===== config.mk =====
export PLATFORM = sky130hd
export DESIGN_NAME = seg_scan_display_flat
export DESIGN_NICKNAME = d
export VERILOG_FILES = /design/src/rtl/seg_scan_display_pkg.sv /design/src/rtl/seg_scan_display_if.sv /design/src/rtl/seg_scan_display_font.sv /design/src/rtl/seg_scan_display.sv /design/src/flat_wrapper.sv
export SDC_FILE = /design/constraint.sdc
export NUM_CORES = 1
export LEC_CHECK = 0
export ABC_AREA = 0
export CORE_ASPECT_RATIO = 0.5
export CORE_MARGIN = 5
export CORE_UTILIZATION = 30
export DETAILED_ROUTE_END_ITERATION = 6
export PLACE_DENSITY_LB_ADDON = 0.1
export SETUP_SLACK_MARGIN = 0.3
export SYNTH_ARGS = -nofsm -noshare
export SYNTH_HDL_FRONTEND = slang
export SYNTH_SLANG_ARGS = --single-unit

===== constraint.sdc =====
create_clock -name clk -period 7 [get_ports clk]
set_clock_uncertainty 0.1 [all_clocks]
set_input_delay 2.1 -clock clk [delete_from_list [all_inputs] [get_ports clk]]
set_output_delay 2.1 -clock clk [all_outputs]
set_load 0.01 [all_outputs]

===== src/rtl/seg_scan_display_pkg.sv =====
// seg_display_pkg: shared mode encodings and fixed message glyphs for the seven-segment scanner.
// Segment words are {g,f,e,d,c,b,a}; bit 0 is segment a.
package seg_display_pkg;
    typedef enum logic [1:0] {
        MODE_HEX0  = 2'b00,
        MODE_HEX1  = 2'b01,
        MODE_MSG_A = 2'b10,
        MODE_MSG_B = 2'b11
    } mode_t;
    localparam logic [6:0] SEG_BLANK = 7'b0000000;
    localparam logic [0:4][6:0] MSG_A = '{7'b1101101, 7'b1111000, 7'b0111111, 7'b1110000, 7'b1111001};
    localparam logic [0:4][6:0] MSG_B = '{7'b0001110, 7'b0111110, 7'b0110111, 7'b0110111, 7'b1110011};
endpackage


===== src/rtl/seg_scan_display_if.sv =====
// seg_scan_display_if: value/mode inputs and scanned segment outputs of the display controller.
// master drives wd/ins and observes seg/dig_en/frame_start; slave is the controller side.
interface seg_scan_display_if #(
    parameter int NUM_DIGITS = 5,
    parameter int DATA_W     = 8
);
    logic [DATA_W-1:0]     wd;
    logic [1:0]            ins;
    logic [6:0]            seg;
    logic [NUM_DIGITS-1:0] dig_en;
    logic                  frame_start;
    modport master (output wd, ins, input seg, dig_en, frame_start);
    modport slave  (input wd, ins, output seg, dig_en, frame_start);
endinterface


===== src/rtl/seg_scan_display_font.sv =====
// hex_seg7_font: combinational 0-F seven-segment font.
// Ports: nib (4-bit value in), seg (7-bit pattern out, bit 0 = a, bit 6 = g, active-high).
module hex_seg7_font (
    input  logic [3:0] nib,
    output logic [6:0] seg
);
    localparam logic [0:15][6:0] FONT = '{
        7'b0111111, 7'b0000110, 7'b1011011, 7'b1001111,
        7'b1100110, 7'b1101101, 7'b1111101, 7'b0000111,
        7'b1111111, 7'b1101111, 7'b1110111, 7'b1111100,
        7'b0111001, 7'b1011110, 7'b1111001, 7'b1110001
    };
    assign seg = FONT[nib];
endmodule


===== src/rtl/seg_scan_display.sv =====
// seg_scan_display: time-multiplexed seven-segment controller showing hex data or blinking fixed messages.
// Ports: clk, rst (async, active-high); bus.slave carries wd/ins in and seg/dig_en/frame_start out.
// Mode and data are latched only when digit 0 is selected so a frame never mixes two values.
module seg_scan_display
    import seg_display_pkg::*;
#(
    parameter int NUM_DIGITS   = 5,
    parameter int DATA_W       = 8,
    parameter int SCAN_DIV     = 50000,
    parameter int BLINK_FRAMES = 100
) (
    input logic              clk,
    input logic              rst,
    seg_scan_display_if.slave bus
);
    localparam int DW = SCAN_DIV > 1 ? $clog2(SCAN_DIV) : 1;
    localparam int IW = NUM_DIGITS > 1 ? $clog2(NUM_DIGITS) : 1;
    localparam int BW = BLINK_FRAMES > 1 ? $clog2(BLINK_FRAMES) : 1;
    logic [DW-1:0]     div;
    logic [IW-1:0]     idx, nidx;
    mode_t             mode_q, mode_n;
    logic [DATA_W-1:0] data_q, data_n, sh;
    logic [BW-1:0]     bcnt, bcnt_n;
    logic              blink_on, blink_n, tick, fs, stay, wrap;
    logic [3:0]        nib;
    logic [6:0]        hex_seg, pat;
    logic [2:0]        ci;
    hex_seg7_font u_font (.nib(nib), .seg(hex_seg));
    always_comb begin
        tick   = div == DW'(SCAN_DIV - 1);
        nidx   = idx == IW'(NUM_DIGITS - 1) ? '0 : idx + IW'(1);
        fs     = nidx == '0;
        // digit 0 uses the values being latched on this edge, not the old frame's
        mode_n = fs ? mode_t'(bus.ins) : mode_q;
        data_n = fs ? bus.wd : data_q;
        sh     = data_n << {nidx, 2'b00};
        nib    = sh[DATA_W-1 -: 4];
        ci     = 3'(nidx);
        // blink state only runs while message B stays latched across frames; any entry restarts it visible
        stay    = mode_n == MODE_MSG_B && mode_q == MODE_MSG_B;
        wrap    = bcnt == BW'(BLINK_FRAMES - 1);
        bcnt_n  = !fs ? bcnt : (!stay || wrap) ? '0 : bcnt + BW'(1);
        blink_n = !fs ? blink_on : !stay ? 1'b1 : blink_on ^ wrap;
        pat = !mode_n[1] ? (32'(nidx) < DATA_W / 4 ? hex_seg : SEG_BLANK) :
              32'(nidx) >= 5 ? SEG_BLANK :
              mode_n == MODE_MSG_A ? MSG_A[ci] :
              blink_n ? MSG_B[ci] : SEG_BLANK;
    end
    always_ff @(posedge clk or posedge rst) begin
        if (rst) begin
            div             <= '0;
            idx             <= IW'(NUM_DIGITS - 1);
            mode_q          <= MODE_HEX0;
            data_q          <= '0;
            bcnt            <= '0;
            blink_on        <= 1'b1;
            bus.seg         <= '0;
            bus.dig_en      <= '0;
            bus.frame_start <= 1'b0;
        end else begin
            div             <= tick ? '0 : div + DW'(1);
            bus.frame_start <= 1'b0;
            if (tick) begin
                idx             <= nidx;
                mode_q          <= mode_n;
                data_q          <= data_n;
                bcnt            <= bcnt_n;
                blink_on        <= blink_n;
                bus.dig_en      <= NUM_DIGITS'(1) << nidx;
                bus.seg         <= pat;
                bus.frame_start <= fs;
            end
        end
    end
endmodule

===== src/flat_wrapper.sv =====
// flat-port wrapper written by rule: the top's interface ports become plain ports
module seg_scan_display_flat import seg_display_pkg::*;
#(
    parameter int NUM_DIGITS   = 5,
    parameter int DATA_W       = 8,
    parameter int SCAN_DIV     = 50000,
    parameter int BLINK_FRAMES = 100
)
  (clk, rst, bus_wd, bus_ins, bus_seg, bus_dig_en, bus_frame_start);
  seg_scan_display_if #(.NUM_DIGITS(NUM_DIGITS), .DATA_W(DATA_W)) bus_i ();
  input logic clk;
  input logic rst;
  input wire logic [$bits(bus_i.wd)-1:0] bus_wd;
  input wire logic [$bits(bus_i.ins)-1:0] bus_ins;
  output wire logic [$bits(bus_i.seg)-1:0] bus_seg;
  output wire logic [$bits(bus_i.dig_en)-1:0] bus_dig_en;
  output wire logic [$bits(bus_i.frame_start)-1:0] bus_frame_start;
  assign bus_i.wd = bus_wd;
  assign bus_i.ins = bus_ins;
  assign bus_seg = bus_i.seg;
  assign bus_dig_en = bus_i.dig_en;
  assign bus_frame_start = bus_i.frame_start;
  seg_scan_display #(.NUM_DIGITS(NUM_DIGITS), .DATA_W(DATA_W), .SCAN_DIV(SCAN_DIV), .BLINK_FRAMES(BLINK_FRAMES)) u_core (.clk(clk), .rst(rst), .bus(bus_i));
endmodule

-- Word-level counts from Yosys, hierarchy flattened
Memory sizes are Yosys's and may differ from the RTL's.
Cells that the tools add are included.
- bits in registers: 50
- ROM bits: 224
- input port bits: 12
- output and inout port bits: 13
- word-level logic and storage cells: 54
- memories: 3
- add/subtract/negate cells: 3
- magnitude comparators: 4
- equality and inequality tests: 6
- shift-type cells: 2
- multiplexer cells: 19
- bitwise logic cells: 3
- reductions and logical operators: 5
- memory list (memory ; depth ; bits a word ; read ports ; clocked after memory_dff ; write ports ; RTL line ; RTL):
    (name not given) ; 16 ; 7 ; 1 ; 0 ; 0 ; seg_scan_display_font.sv:13 ; assign seg = FONT[nib];
    (name not given) ; 8 ; 7 ; 1 ; 0 ; 0 ; seg_scan_display.sv:46 ; mode_n == MODE_MSG_A ? MSG_A[ci] :
    (name not given) ; 8 ; 7 ; 1 ; 0 ; 0 ; seg_scan_display.sv:47 ; blink_n ? MSG_B[ci] : SEG_BLANK;
- operators by type and width (cell ; count):
    $mux 7 ; 12
    $add 16x1->16 const B ; 1
    $eq 16x16->1 const B ; 1
    $mux 16 ; 1
    $mux 8 ; 1
    $shl 8x5->8 ; 1
    $add 7x1->7 const B ; 1
    $eq 7x7->1 const B ; 1
    $eq 2x2->1 const B ; 3
    $ge 5x5->1 const B ; 1
    $not 4->5 ; 1
    $shl 1x3->5 const A ; 1
    $ge 4x4->1 const B ; 1
    $not 3->4 ; 1
    $add 3x1->3 const B ; 1
    $eq 3x3->1 const B ; 1
    $ge 3x3->1 const B ; 1
    $logic_not 3->1 ; 1
    $lt 3x2->1 const B ; 1
    $mux 1 ; 3
    $mux 3 ; 1
    $mux 2 ; 1
    $reduce_and 2->1 ; 1
    $logic_and 1x1->1 ; 1
    3 further kinds ; 3

-- Longest topological paths before layout
Gate-level depths: netlist (run 1).
- depth after elaboration: 12
- depth in mapped cells: 14
- depth with buffers taken out: 11

-- By module
Synthesis (run 1) repeated with hierarchy kept, for this count alone.
- cells, all modules: 305
- area, all modules: 2816.5 sq um
- modules (own cells, without submodules) (module ; instances ; cells each ; area an instance (sq um) ; sequential area each (sq um)):
    seg_scan_display ; 1 ; 272 ; 2528.7 ; 1153.6
    hex_seg7_font ; 1 ; 33 ; 287.8 ; 0.0

-- Least setup slack after synthesis (run 1)
OpenSTA, ideal clock, no wires.
- path type: in2reg
- start point: input port bus_wd[4]
- end point: register u_core.bus.seg[1]
- library setup time: 124 ps
- arrival: 3379 ps
- data required time: 6776 ps
- setup slack: 3397 ps
- stages: 8
- buffers on the path: 0
- path through: nor2b_1 > o221ai_1 > nand2_1 > ha_1 > inv_1 > or3b_1 > a32oi_1 > o21ai_1
- word-level cells in the longest chain between the ends: 8
- RTL lines (item ; RTL line ; RTL):
    start, declared ; flat_wrapper.sv:13 ; input wire logic [$bits(bus_i.wd)-1:0] bus_wd;
    $mux 8 ; seg_scan_display.sv:35 ; data_n = fs ? bus.wd : data_q;
    $shl 8x5->8 ; seg_scan_display.sv:36 ; sh = data_n << {nidx, 2'b00};
    $not 4->5 (not written as such) ; seg_scan_display_font.sv:13 ;
    $mem_v2 16x7 ; - ;
    $mux 7 (not written as such) (2 in series) ; seg_scan_display_font.sv:13 ;
    $mux 7 (2 in series) ; seg_scan_display.sv:44 ; pat = !mode_n[1] ? (32'(nidx) < DATA_W / 4 ? hex_seg : SEG_BLANK) :
    end signal, assigned ; seg_scan_display.sv:70 ; bus.seg <= pat;
    end, declared ; seg_scan_display_if.sv:13 ; modport slave (input wd, ins, output seg, dig_en, frame_start);
Every way passes these cells. The select of a mux whose other input is x is not followed.
A chain may end at the register's enable or synchronous reset.

-- Worst setup path after layout (run 1)
- start point: input port bus_wd[5]
- end point: register u_core.bus.seg[1]
The elaborated chain is that of the path after synthesis.

==> metrics.md, run 1 <==
| Metric | Value |
|---|---|
| Worst reg2reg startpoint | u_core.idx[0]$_DFFE_PP0N_ |
| Number of global-route vias before repair | 2904 |
| FF/Latch Area | 0.001254 mm2 |
| Site row count | 26 |
| Critical path endpoint category | register |
| DR WL/cell | 16.48 um |
| Initial antenna violation count | 0 |
| Min-Delay Path Class | register to register |
| Share of layout cells above drive strength 1 | 8.951% |
| Multi-input logic area | 0.001899 mm2 |
| Fillers | 1087 |
| Die width | 157.6 um |
| Critical Path End | u_core.bus.seg[1]$_DFFE_PP0N_ |
| WP data arrival | 4.10 ns |
| TNS Setup | 0 ns |
| Syn Nets | 392 |
| DR DRC count | 0 |
| GRT overflow | 0 |
| Clock latency at the later pin of the worst-skew pair | 0.30 ns |
| Post-CTS Resized | 0 |
| Max-slew violation count | 0 |
| Util after Layout | 36.29% |
| CTS buffer count | 5 |
| R2R Path End | u_core.bus.seg[1]$_DFFE_PP0N_ |
| Area grow syn2layout | 15.67% |
| IO Count | 25 |
| Crit. path cell count | 10 |
| CP required | 7.07 ns |
| CTS tree | done |
| Largest net degree at the start of global routing | 51 |
| CP cell instances | clkdlybuf4s50_1, nand2b_1, a221oi_1, nor2_1, inv_1, ha_1, inv_1, or3b_1, a32oi_1, o21ai_1 |
| Final period util | 57.51% |
| RSZ-0062 raised after global routing | no |
| Power Density | 149.7 mW/mm2 |
| Async set or reset register ratio after synthesis | 100.0% |
| Setup crit start | bus_wd[5] |
| Via count | 2808 |
| Gr usage total | 13.78% |
| Setup ws final | 2.974 ns |
| Core Area | 0.01041 mm2 |
| Mean Syn Cell Area | 8.826 um2 |
| Vias/cell | 5.288 |
| CTS Hold Buffers Added | 0 |
| Final hold violation count | 0 |
| Maximum vdd drop | 0.1021 mV |
| WP buf/inv | 3 |
| Worst-path clk slew | 0.07 ns |
| Iter 0 DRT Violations | 205 |
| Register-to-Register Path Depth | 11 |
| Period minus WS final | 4.026 ns |
| Post-route ant nets | 0 |
| RePlAce Congestion | 0.8684 |
| Crit path max-delay family | buffers and inverters |
| Root Buffer | clkbuf_16 |
| Slew headroom | 26.70% |
| Setup WS pre-CTS | 2.692 ns |
| Worst-Margin Slew | 1.095 ns |
| Yosys reg bits | 50 |
| CTS sink cnt | 50 |
| Maxcap violations | 0 |
| Die Ht | 83.78 um |
| # H-tree levels | 2 |
| Final Cell Area | 0.003777 mm2 |
| CP max FO | 4 |
| Cell mode on critical path | inv_1 |
| DRT Pass-1 Iters | 4 |
| HPWL after DPL | 6316 um |
| Leak pwr | 1.551 nW |
| Cell Area, Placed | 0.003621 mm2 |
| DRT Wirelength | 8753 um |
| First-pass GRT wire length | 14720 um |
| Post-synthesis sequential area ratio | 38.39% |
| Postcts setup bufs | 0 |
| CTS max path bufs | 2 |
| Die Area | 0.01320 mm2 |
| EDFF count, synth | 0 |
| Worst path max stage delay | 0.52 ns |
| Unique masters post-synth | 75 |
| Final #Nets | 412 |
| Final setup viols | 0 |
| Synth Warn # | 0 |
| Count of antenna diodes in the layout | 0 |
| Status | complete, no violations |
| Maximum achievable frequency | 248.4 MHz |
| Port Buffers | 24 |
| Flop2flop setup slack | 3.40 ns |
| Critical path's slowest cell | clkdlybuf4s50_1 |
| Startpoint Class | input port |
| Starting Density | 31.37% |
| Critical path type | input port to register |
| Synth Flop Type | dfrtp_1 |
| Post-Syn Instances | 370 |
| Total power | 0.5656 mW |
| Mapped cell area | 0.003266 mm2 |
[Yosys cell counts, types with 3 or more instances]
cell | n | area (um2)
o21ai_0 | 17 | 85.08
o22ai_1 | 4 | 25.02
buf_2 | 6 | 30.03
and3_1 | 6 | 37.54
nor3_1 | 7 | 35.03
o221ai_1 | 4 | 35.03
a21o_1 | 3 | 22.52
o31ai_1 | 4 | 30.03
a221oi_1 | 3 | 26.28
ha_1 | 10 | 125.1
nand4_1 | 7 | 43.79
nand3_1 | 14 | 70.07
clkbuf_1 | 4 | 15.01
nor2b_1 | 6 | 37.54
a21oi_1 | 10 | 50.05
nor2_1 | 25 | 93.84
a21boi_0 | 3 | 22.52
o211ai_1 | 4 | 30.03
or3_1 | 3 | 18.77
nand2b_1 | 7 | 43.79
mux2i_1 | 5 | 50.05
a31oi_1 | 4 | 25.02
and2_1 | 5 | 31.28
o21ai_1 | 7 | 35.03
xnor2_1 | 8 | 70.07
nand2_1 | 73 | 274.0
xor2_1 | 8 | 70.07
inv_1 | 8 | 30.03
dfrtp_1 | 48 | 1201
[state kept, by name (all words and copies together), names as in the netlist]
name,flops
u_core.bcnt,7
u_core.blink_on,1
u_core.bus.dig_en,5
u_core.bus.frame_start,1
u_core.bus.seg,7
u_core.data_q,8
u_core.div,16
u_core.idx,3
u_core.mode_q,2
[how the worst min path moves through the flow]
stage | slack (ns) | depth (start not counted) | start | end
after CTS | 0.38 | 2 | u_core.bus.dig_en[3]$_DFFE_PP0N_ | u_core.bus.dig_en[3]$_DFFE_PP0N_
after global placement | 0.35 | 2 | u_core.data_q[4]$_DFFE_PP0N_ | u_core.data_q[4]$_DFFE_PP0N_
after detailed placement | 0.36 | 2 | u_core.bus.dig_en[3]$_DFFE_PP0N_ | u_core.bus.dig_en[3]$_DFFE_PP0N_
after global routing | 0.40 | 2 | u_core.data_q[5]$_DFFE_PP0N_ | u_core.data_q[5]$_DFFE_PP0N_
final | 0.37 | 2 | u_core.bus.dig_en[3]$_DFFE_PP0N_ | u_core.bus.dig_en[3]$_DFFE_PP0N_
after floorplan | 0.34 | 2 | u_core.data_q[4]$_DFFE_PP0N_ | u_core.data_q[4]$_DFFE_PP0N_
[placed cells by master (no fill, tap or decap), drive strengths merged, types with 10 or more instances in the layout]
cell type / Yosys / final
inv: 10 / 10
nand2: 75 / 75
ha: 10 / 10
o21ai: 25 / 25
clkdlybuf4s50: 0 / 24
nand3: 14 / 14
nor2: 25 / 25
a21oi: 10 / 10
dfrtp: 48 / 48
[per-stage QoR]
step           instances  hold WS (ns)
2_1_floorplan        370        0.3374
3_3_place_gp         523        0.3530
3_5_place_dp         523        0.3617
4_1_cts              531        0.3781
5_1_grt              531        0.3969
6_report             531        0.3734
[worst min-delay path: cells and delay by family, from the launching register on]
| kind | cells | cell delay [ns] |
|---|---|---|
| flops | 1 | 0.34 |
| simple gates | 2 | 0.11 |
[routing by layer]
layer | share of wire [%] | GRT usage [%] | routed length (um) | up-vias
met1 | 51 | 19.52 | 4475 | 1376
met2 | 45 | 21.64 | 3941 | 46
met4 | 0.66 | 2.732 | 58 | 0
met5 | 0 | 0 | 0 | -
met3 | 3.2 | 3.004 | 277 | 4
li1 | - | - | - | 1382
[cell type report]
type	instances	area share (%)
clock inverter	2	0.4637
inverter	10	0.9937
multi-input combinational	297	50.28
sequential	50	33.19
timing repair buffer	26	6.757
clock buffer	6	3.677
tap	140	4.637
[power by group]
group / switching (mW) / internal [mW]
Combinational: 0.0103 / 0.00690
Sequential: 0 / 0.289
Clock: 0.116 / 0.144
Total: 0.126 / 0.439
[cells by family after synthesis]
| group | Yosys count | share of synthesized area (%) |
|---|---|---|
| AOI/OAI and AO/OA | 94 | 21.73 |
| and+or+nand+nor | 171 | 26.36 |
| buffers and inverters | 23 | 3.448 |
| xor gates and xnor gates | 16 | 4.291 |
| muxes | 6 | 1.954 |
| DFF | 50 | 38.39 |
| adders and majority gates | 10 | 3.831 |
Power figures use the tool's default switching activity.
==> inputs of run 2 (changes only) <==
==> constraint.sdc (replaced) <==
create_clock -name clk -period 4.2 [get_ports clk]
set_clock_uncertainty 0.1 [all_clocks]
set_input_delay 1.26 -clock clk [delete_from_list [all_inputs] [get_ports clk]]
set_output_delay 1.26 -clock clk [all_outputs]
set_load 0.01 [all_outputs]
==> run 2 against run 1 <==
Effect of this change:
- clock power up 70%
- critical path depth up 2
- core utilization up 0.20 points
- sequential share of layout area down 0.19 points
- final cell count up 0.56%
- register-to-register slack worse by 2.5 ns
- sequential cell count unchanged
- worst hold slack about the same
- setup slack worse by 2.1 ns
- critical path type is now register to register
- largest power group unchanged
==> metrics.md, run 2 (same netlist as run 1, synthesis figures left out) <==
| Metric | Value |
|---|---|
| # H-tree levels | 2 (unchanged) |
| Final setup viols | 0 (unchanged) |
| Maximum achievable frequency | 304.6 MHz |
| Commonest cells after routing, fill and taps aside | nand2_1, dfrtp_1, nor2_1, clkdlybuf4s50_1, o21ai_0 |
| Share of layout cells above drive strength 1 | 9.645% (+0.69 points) |
| Final period util | 78.16% |
| Slew headroom | 51.76% (+25 points) |
| Commonest non-fill, non-tap cell in the layout | nand2_1 |
| Gr usage total | 13.79% (+0.014 points) |
| Metal2 WL | 4006 um (+1.6%) |
| Die width | 157.6 um (unchanged) |
| CTS tree | done |
| Site row count | 26 (unchanged) |
| Multi-input logic area | 0.001899 mm2 (unchanged) |
| DR WL/cell | 16.55 um (+0.40%) |
| Count of antenna diodes in the layout | 0 (unchanged) |
| Starting Density | 31.37% (unchanged) |
| RSZ-0062 raised after global routing | no |
| Worst-path clk slew | 0.07 ns (about the same) |
| Setup ws final | 0.9174 ns (-2.057 ns) |
| Cell Area, Placed | 0.003643 mm2 (+0.62%) |
| Post-CTS Resized | 0 (unchanged) |
| CTS sink cnt | 50 (unchanged) |
| Clock latency at the later pin of the worst-skew pair | 0.30 ns (about the same) |
| Number of global-route vias before repair | 2850 (-1.9%) |
| RePlAce Congestion | 0.8786 (+1.2%) |
| Port Buffers | 24 (unchanged) |
| Maxcap violations | 0 (unchanged) |
| WP data arrival | 3.36 ns (-0.74 ns) |
| Period minus WS final | 3.283 ns |
| CTS Hold Buffers Added | 0 (unchanged) |
| Setup WS pre-CTS | 0.7693 ns (-1.923 ns) |
| CP cell instances | inv_1, ha_1, buf_4, nand2b_1, a221oi_1, nor2_1, inv_1, ha_1, inv_1, or3b_1, a32oi_1, o21ai_1 |
| DRT Pass-1 Iters | 5 (+1) |
| Root Buffer | clkbuf_16 |
| FF/Latch Area | 0.001254 mm2 (unchanged) |
| HPWL after DPL | 6467 um (+2.4%) |
| Die Ht | 83.78 um (unchanged) |
| Hold depth | 2 (unchanged) |
| Top Layer Used | met4 |
| Leak pwr | 1.563 nW (+0.78%) |
| DR DRC count | 0 (unchanged) |
| CP required | 4.28 ns (-2.79 ns) |
| Die Area | 0.01320 mm2 (unchanged) |
| Reg with most FFs | u_core.div |
| Worst-Margin Slew | 0.7170 ns (-0.3783 ns) |
| Critical path endpoint category | register |
| Initial antenna violation count | 0 (unchanged) |
| Max reg flops | 16 (unchanged) |
| Routed met3 length | 370 um (+34%) |
| Iter 0 DRT Violations | 154 (-25%) |
| Vias/cell | 5.365 (+1.5%) |
| Area grow syn2layout | 16.32% |
| Max-slew violation count | 0 (unchanged) |
| Fillers | 1079 (-0.74%) |
| CP max FO | 15 (+11) |
| CTS buffer count | 5 (unchanged) |
| Post-route ant nets | 0 (unchanged) |
| Postcts setup bufs | 0 (unchanged) |
| Min-Delay Path Class | register to register |
| Via count | 2865 (+2.0%) |
| Cell mode on critical path | inv_1 |
| Wl on met1 | 4382 um (-2.1%) |
| Core Area | 0.01041 mm2 (unchanged) |
| Top Registers | u_core.div (16), u_core.data_q (8) |
| Status | complete, no violations |
| DRT Wirelength | 8838 um (+0.97%) |
| Startpoint Class | register |
| Final hold violation count | 0 (unchanged) |
| Final Cell Area | 0.003799 mm2 (+0.56%) |
| GRT overflow | 0 (unchanged) |
| Worst path max stage delay | 0.65 ns (+0.13 ns) |
| Critical path's slowest cell | dfrtp_1 |
| TNS Setup | 0 ns (unchanged) |
| Maximum vdd drop | 0.1319 mV (+29%) |
| Register-to-Register Path Depth | 12 (+1) |
| IO Count | 25 (unchanged) |
| Smallest hold slack | 0.3734 ns (-0.00003700 ns) |
| Power Density | 250.9 mW/mm2 (+68%) |
| CTS max path bufs | 2 (unchanged) |
| First-pass GRT wire length | 14520 um (-1.4%) |
| Largest net degree at the start of global routing | 39 (-24%) |
| Final #Nets | 415 (+0.73%) |
| Critical path type | register to register |
run 2: changes by cell type in the layout (fill, tap and decap cells not counted):
cell | previous run | this run
clkinvlp_4 | 0 | 1
clkinv_4 | 2 | 0
buf_4 | 2 | 5
inv_6 | 0 | 1
run 2: area by class of cell:
type	instances	area share (%)
Timing Repair Buffer	29	7.312
Tap cell	140	4.611
Clock inverter	2	0.4282
Inverter	10	0.9881
Multi-Input combinational cell	297	50.00
Clock buffer	6	3.656
Sequential cell	50	33.00
run 2: per-stage QoR:
step	utilization, %	std cells	power [mW]
after detailed placement	35.00	526	0.5212
after global routing	36.49	534	0.9863
after CTS	36.49	534	0.9656
final	36.49	534	0.9531
after global placement	35.00	526	0.5211
after floorplan	-	370	0.5025
run 2: layer usage:
layer	vias up	GRT usage, %
li1	1388	-
met1	1427	18.96
met2	43	21.99
met3	7	3.159
met4	0	3.279
met5	-	0
run 2: report_power, final:
part / internal [mW] / leakage (nW) / switching [mW]
Sequential: 0.481 / 0.572 / 0
Combinational: 0.0121 / 0.917 / 0.0176
Clock: 0.240 / 0.0735 / 0.202
Total: 0.733 / 1.56 / 0.220
run 2: worst max-delay path, delay by kind of cell, from the launching register on:
family | cells | cell delay, ns
AO/OA/AOI/OAI | 3 | 0.59
adder cells (fa/ha/maj) | 2 | 0.62
buffers and inverters | 4 | 0.57
flip-flops | 1 | 0.65
AND/OR/NAND/NOR | 3 | 0.62
run 2: path summary, 6_finish.rpt:
kind	startpoint	endpoint	slack (ns)
max reg2reg	u_core.idx[0]$_DFFE_PP0N_	u_core.bus.seg[1]$_DFFE_PP0N_	0.92
max	u_core.idx[0]$_DFFE_PP0N_	u_core.bus.seg[1]$_DFFE_PP0N_	0.92
max in group asynchronous	rst	u_core.idx[2]$_DFFE_PP1N_	2.06
min in group asynchronous	rst	u_core.bus.frame_start$_DFF_PP0_	1.12
min	u_core.data_q[7]$_DFFE_PP0N_	u_core.data_q[7]$_DFFE_PP0N_	0.37
min reg2reg	u_core.data_q[7]$_DFFE_PP0N_	u_core.data_q[7]$_DFFE_PP0N_	0.37
==> inputs of run 3 (changes only) <==
==> constraint.sdc (replaced) <==
create_clock -name clk -period 3.1 [get_ports clk]
set_clock_uncertainty 0.1 [all_clocks]
set_input_delay 0.93 -clock clk [delete_from_list [all_inputs] [get_ports clk]]
set_output_delay 0.93 -clock clk [all_outputs]
set_load 0.01 [all_outputs]
==> run 3 against run 2 <==
Effect of this change:
- sequential power grew 36%
- global-route usage is 0.065 points higher
- final area is 4.4% higher
- register-to-register slack lost 0.52 ns
- sequential cell count did not move
- via count shrank 0.70%
- non-clock buffer count grew 14
- clock power is 50% higher
- combinational power up 53%
- sequential share of layout area down 1.4 points
- worst hold slack worse by 0.0014 ns
==> metrics.md, run 3 (same netlist as run 1, synthesis figures left out) <==
| Metric | Value |
|---|---|
| Status | complete, no violations |
| Final non-filler cell total | 548 (+2.6%) |
| Multi-input logic area | 0.001921 mm2 (+1.1%) |
| Worst-Margin Slew | 0.4905 ns (-0.2266 ns) |
| DR DRC count | 0 (unchanged) |
| Slew headroom | 66.37% (+15 points) |
| Critical path endpoint category | register |
| Top Registers | u_core.div (16), u_core.data_q (8) |
| Maximum vdd drop | 0.1909 mV (+45%) |
| Root Buffer | clkbuf_16 |
| DRT Wirelength | 8836 um (about the same) |
| Site row count | 26 (unchanged) |
| Max reg flops | 16 (unchanged) |
| Wl on met1 | 4370 um (-0.27%) |
| DRT Pass-1 Iters | 4 (-1) |
| Startpoint Class | register |
| Flop2flop setup slack | 0.40 ns (-0.52 ns) |
| Power Density | 342.3 mW/mm2 (+36%) |
| Worst-path clk slew | 0.07 ns (about the same) |
| Via count | 2845 (-0.70%) |
| CTS Hold Buffers Added | 0 (unchanged) |
| WP data arrival | 2.78 ns (-0.58 ns) |
| Comb pwr share | 3.4% (+0.3 points) |
| Switch Pwr | 0.2998 mW (+36%) |
| CP required | 3.18 ns (-1.10 ns) |
| Core Area | 0.01041 mm2 (unchanged) |
| Area grow syn2layout | 21.49% |
| Routed met3 length | 318 um (-14%) |
| Final hold violation count | 0 (unchanged) |
| P_int | 1.058 mW (+44%) |
| Min-Delay Path Class | register to register |
| FF/Latch Area | 0.001254 mm2 (unchanged) |
| Reg with most FFs | u_core.div |
| CTS tree | done |
| # H-tree levels | 2 (unchanged) |
| CP max FO | 13 (-2) |
| Maxcap violations | 0 (unchanged) |
| CTS sink cnt | 50 (unchanged) |
| Metal2 WL | 4083 um (+1.9%) |
| Max-slew violation count | 0 (unchanged) |
| IO Count | 25 (unchanged) |
| Sequential share of power | 48.0% (-2.5 points) |
| Vias/cell | 5.192 (-3.2%) |
| Clock share of power | 48.7% (+2.3 points) |
| Placed insts | 538 (+2.3%) |
| Leak pwr | 1.648 nW (+5.4%) |
| Final setup viols | 0 (unchanged) |
| RePlAce Congestion | 0.8309 (-5.4%) |
| Commonest non-fill, non-tap cell in the layout | nand2_1 |
| Period minus WS final | 2.701 ns (-0.5812 ns) |
| Starting Density | 31.37% (unchanged) |
| First-pass GRT wire length | 14670 um (+1.0%) |
| Cell Area, Placed | 0.003746 mm2 (+2.8%) |
| Clock latency at the later pin of the worst-skew pair | 0.30 ns (about the same) |
| Post-route ant nets | 0 (unchanged) |
| Top Layer Used | met4 |
| Largest net degree at the start of global routing | 31 (-21%) |
| Fillers | 1059 (-1.9%) |
| Maximum achievable frequency | 370.2 MHz (+22%) |
| Commonest cells after routing, fill and taps aside | nand2_1, dfrtp_1, nor2_1, clkdlybuf4s50_1 |
| Net Sw Frac | 22.08% (-0.99 points) |
| Initial antenna violation count | 0 (unchanged) |
| GRT overflow | 0 (unchanged) |
| TNS Setup | 0 ns (unchanged) |
| Count of antenna diodes in the layout | 0 (unchanged) |
| Critical path type | register to register |
| Final #Nets | 429 (+3.4%) |
| Final Cell Area | 0.003968 mm2 (+4.4%) |
| Gr usage total | 13.86% (+0.065 points) |
| HPWL after DPL | 6669 um (+3.1%) |
| Total power | 1.358 mW (+42%) |
| Die width | 157.6 um (unchanged) |
| Die Ht | 83.78 um (unchanged) |
| Number of global-route vias before repair | 2847 (-0.11%) |
| CTS buffer count | 5 (unchanged) |
| RSZ-0062 raised after global routing | yes |
| Iter 0 DRT Violations | 219 (+42%) |
| Final period util | 87.14% (+9.0 points) |
| Die Area | 0.01320 mm2 (unchanged) |
| Port Buffers | 24 (unchanged) |
| CTS max path bufs | 2 (unchanged) |
| Share of layout cells above drive strength 1 | 13.73% (+4.1 points) |
| DR WL/cell | 16.12 um (-2.6%) |
[run 3: metal layers]
| metal | track usage (%) | vias to the layer above |
|---|---|---|
| met5 | 0 | - |
| met4 | 3.044 | 0 |
| met3 | 2.796 | 5 |
| met2 | 22.34 | 48 |
| met1 | 19.18 | 1373 |
| li1 | - | 1419 |
[run 3: metrics by stage]
step	setup WS, ns	utilization (%)	hold slack [ns]
after floorplan	0.3071	-	0.3374
after global placement	0.08263	35.99	0.3522
after detailed placement	0.06871	35.99	0.3599
after CTS	0.3478	37.69	0.3757
after global routing	0.2826	38.11	0.3945
final	0.3986	38.11	0.3720
[run 3: what timing repair did]
action / in CTS / in global routing
gates resized for setup: 2 / 3
buffers inserted: 0 / 2
pin swaps: 0 / 1
endpoints found under the setup margin: 2 / 3
[run 3: worst paths after layout]
kind | cells past startpoint | to | from
setup / recovery | 9 | u_core.bus.seg[1]$_DFFE_PP0N_ | u_core.idx[1]$_DFFE_PP0N_
hold reg to reg | 2 | u_core.data_q[4]$_DFFE_PP0N_ | u_core.data_q[4]$_DFFE_PP0N_
min in group asynchronous | 2 | u_core.bus.frame_start$_DFF_PP0_ | rst
setup reg to reg | 9 | u_core.bus.seg[1]$_DFFE_PP0N_ | u_core.idx[1]$_DFFE_PP0N_
max in group asynchronous | 3 | u_core.blink_on$_DFFE_PP1N_ | rst
hold / removal | 2 | u_core.data_q[4]$_DFFE_PP0N_ | u_core.data_q[4]$_DFFE_PP0N_
[run 3: cell type report]
class | instances | share of cell area (%)
Tap cell | 140 | 4.415
Timing Repair Buffer | 43 | 10.28
Clock inverter | 3 | 1.198
Inverter | 10 | 0.9461
Sequential cell | 50 | 31.60
Multi-Input combinational cell | 297 | 48.41
Clock buffer | 5 | 3.154
[run 3: power groups by stage]
stage / Sequential (mW) / Clock [mW] / Combinational, mW
floorplan: 0.665 / 0 / 0.0161
global placement: 0.665 / 0 / 0.0463
detailed placement: 0.665 / 0 / 0.0467
CTS: 0.652 / 0.682 / 0.0468
global route: 0.652 / 0.704 / 0.0508
finish: 0.652 / 0.661 / 0.0455
[run 3: worst max-delay path: stages, from the launching register on]
cell and delay [ns]:
dfrtp_1 0.40, ha_2 0.38, and2b_4 0.28, o221ai_1 0.24
nand2_1 0.17, ha_1 0.31, inv_1 0.05, or3b_1 0.38
a32oi_1 0.20, o21ai_1 0.08
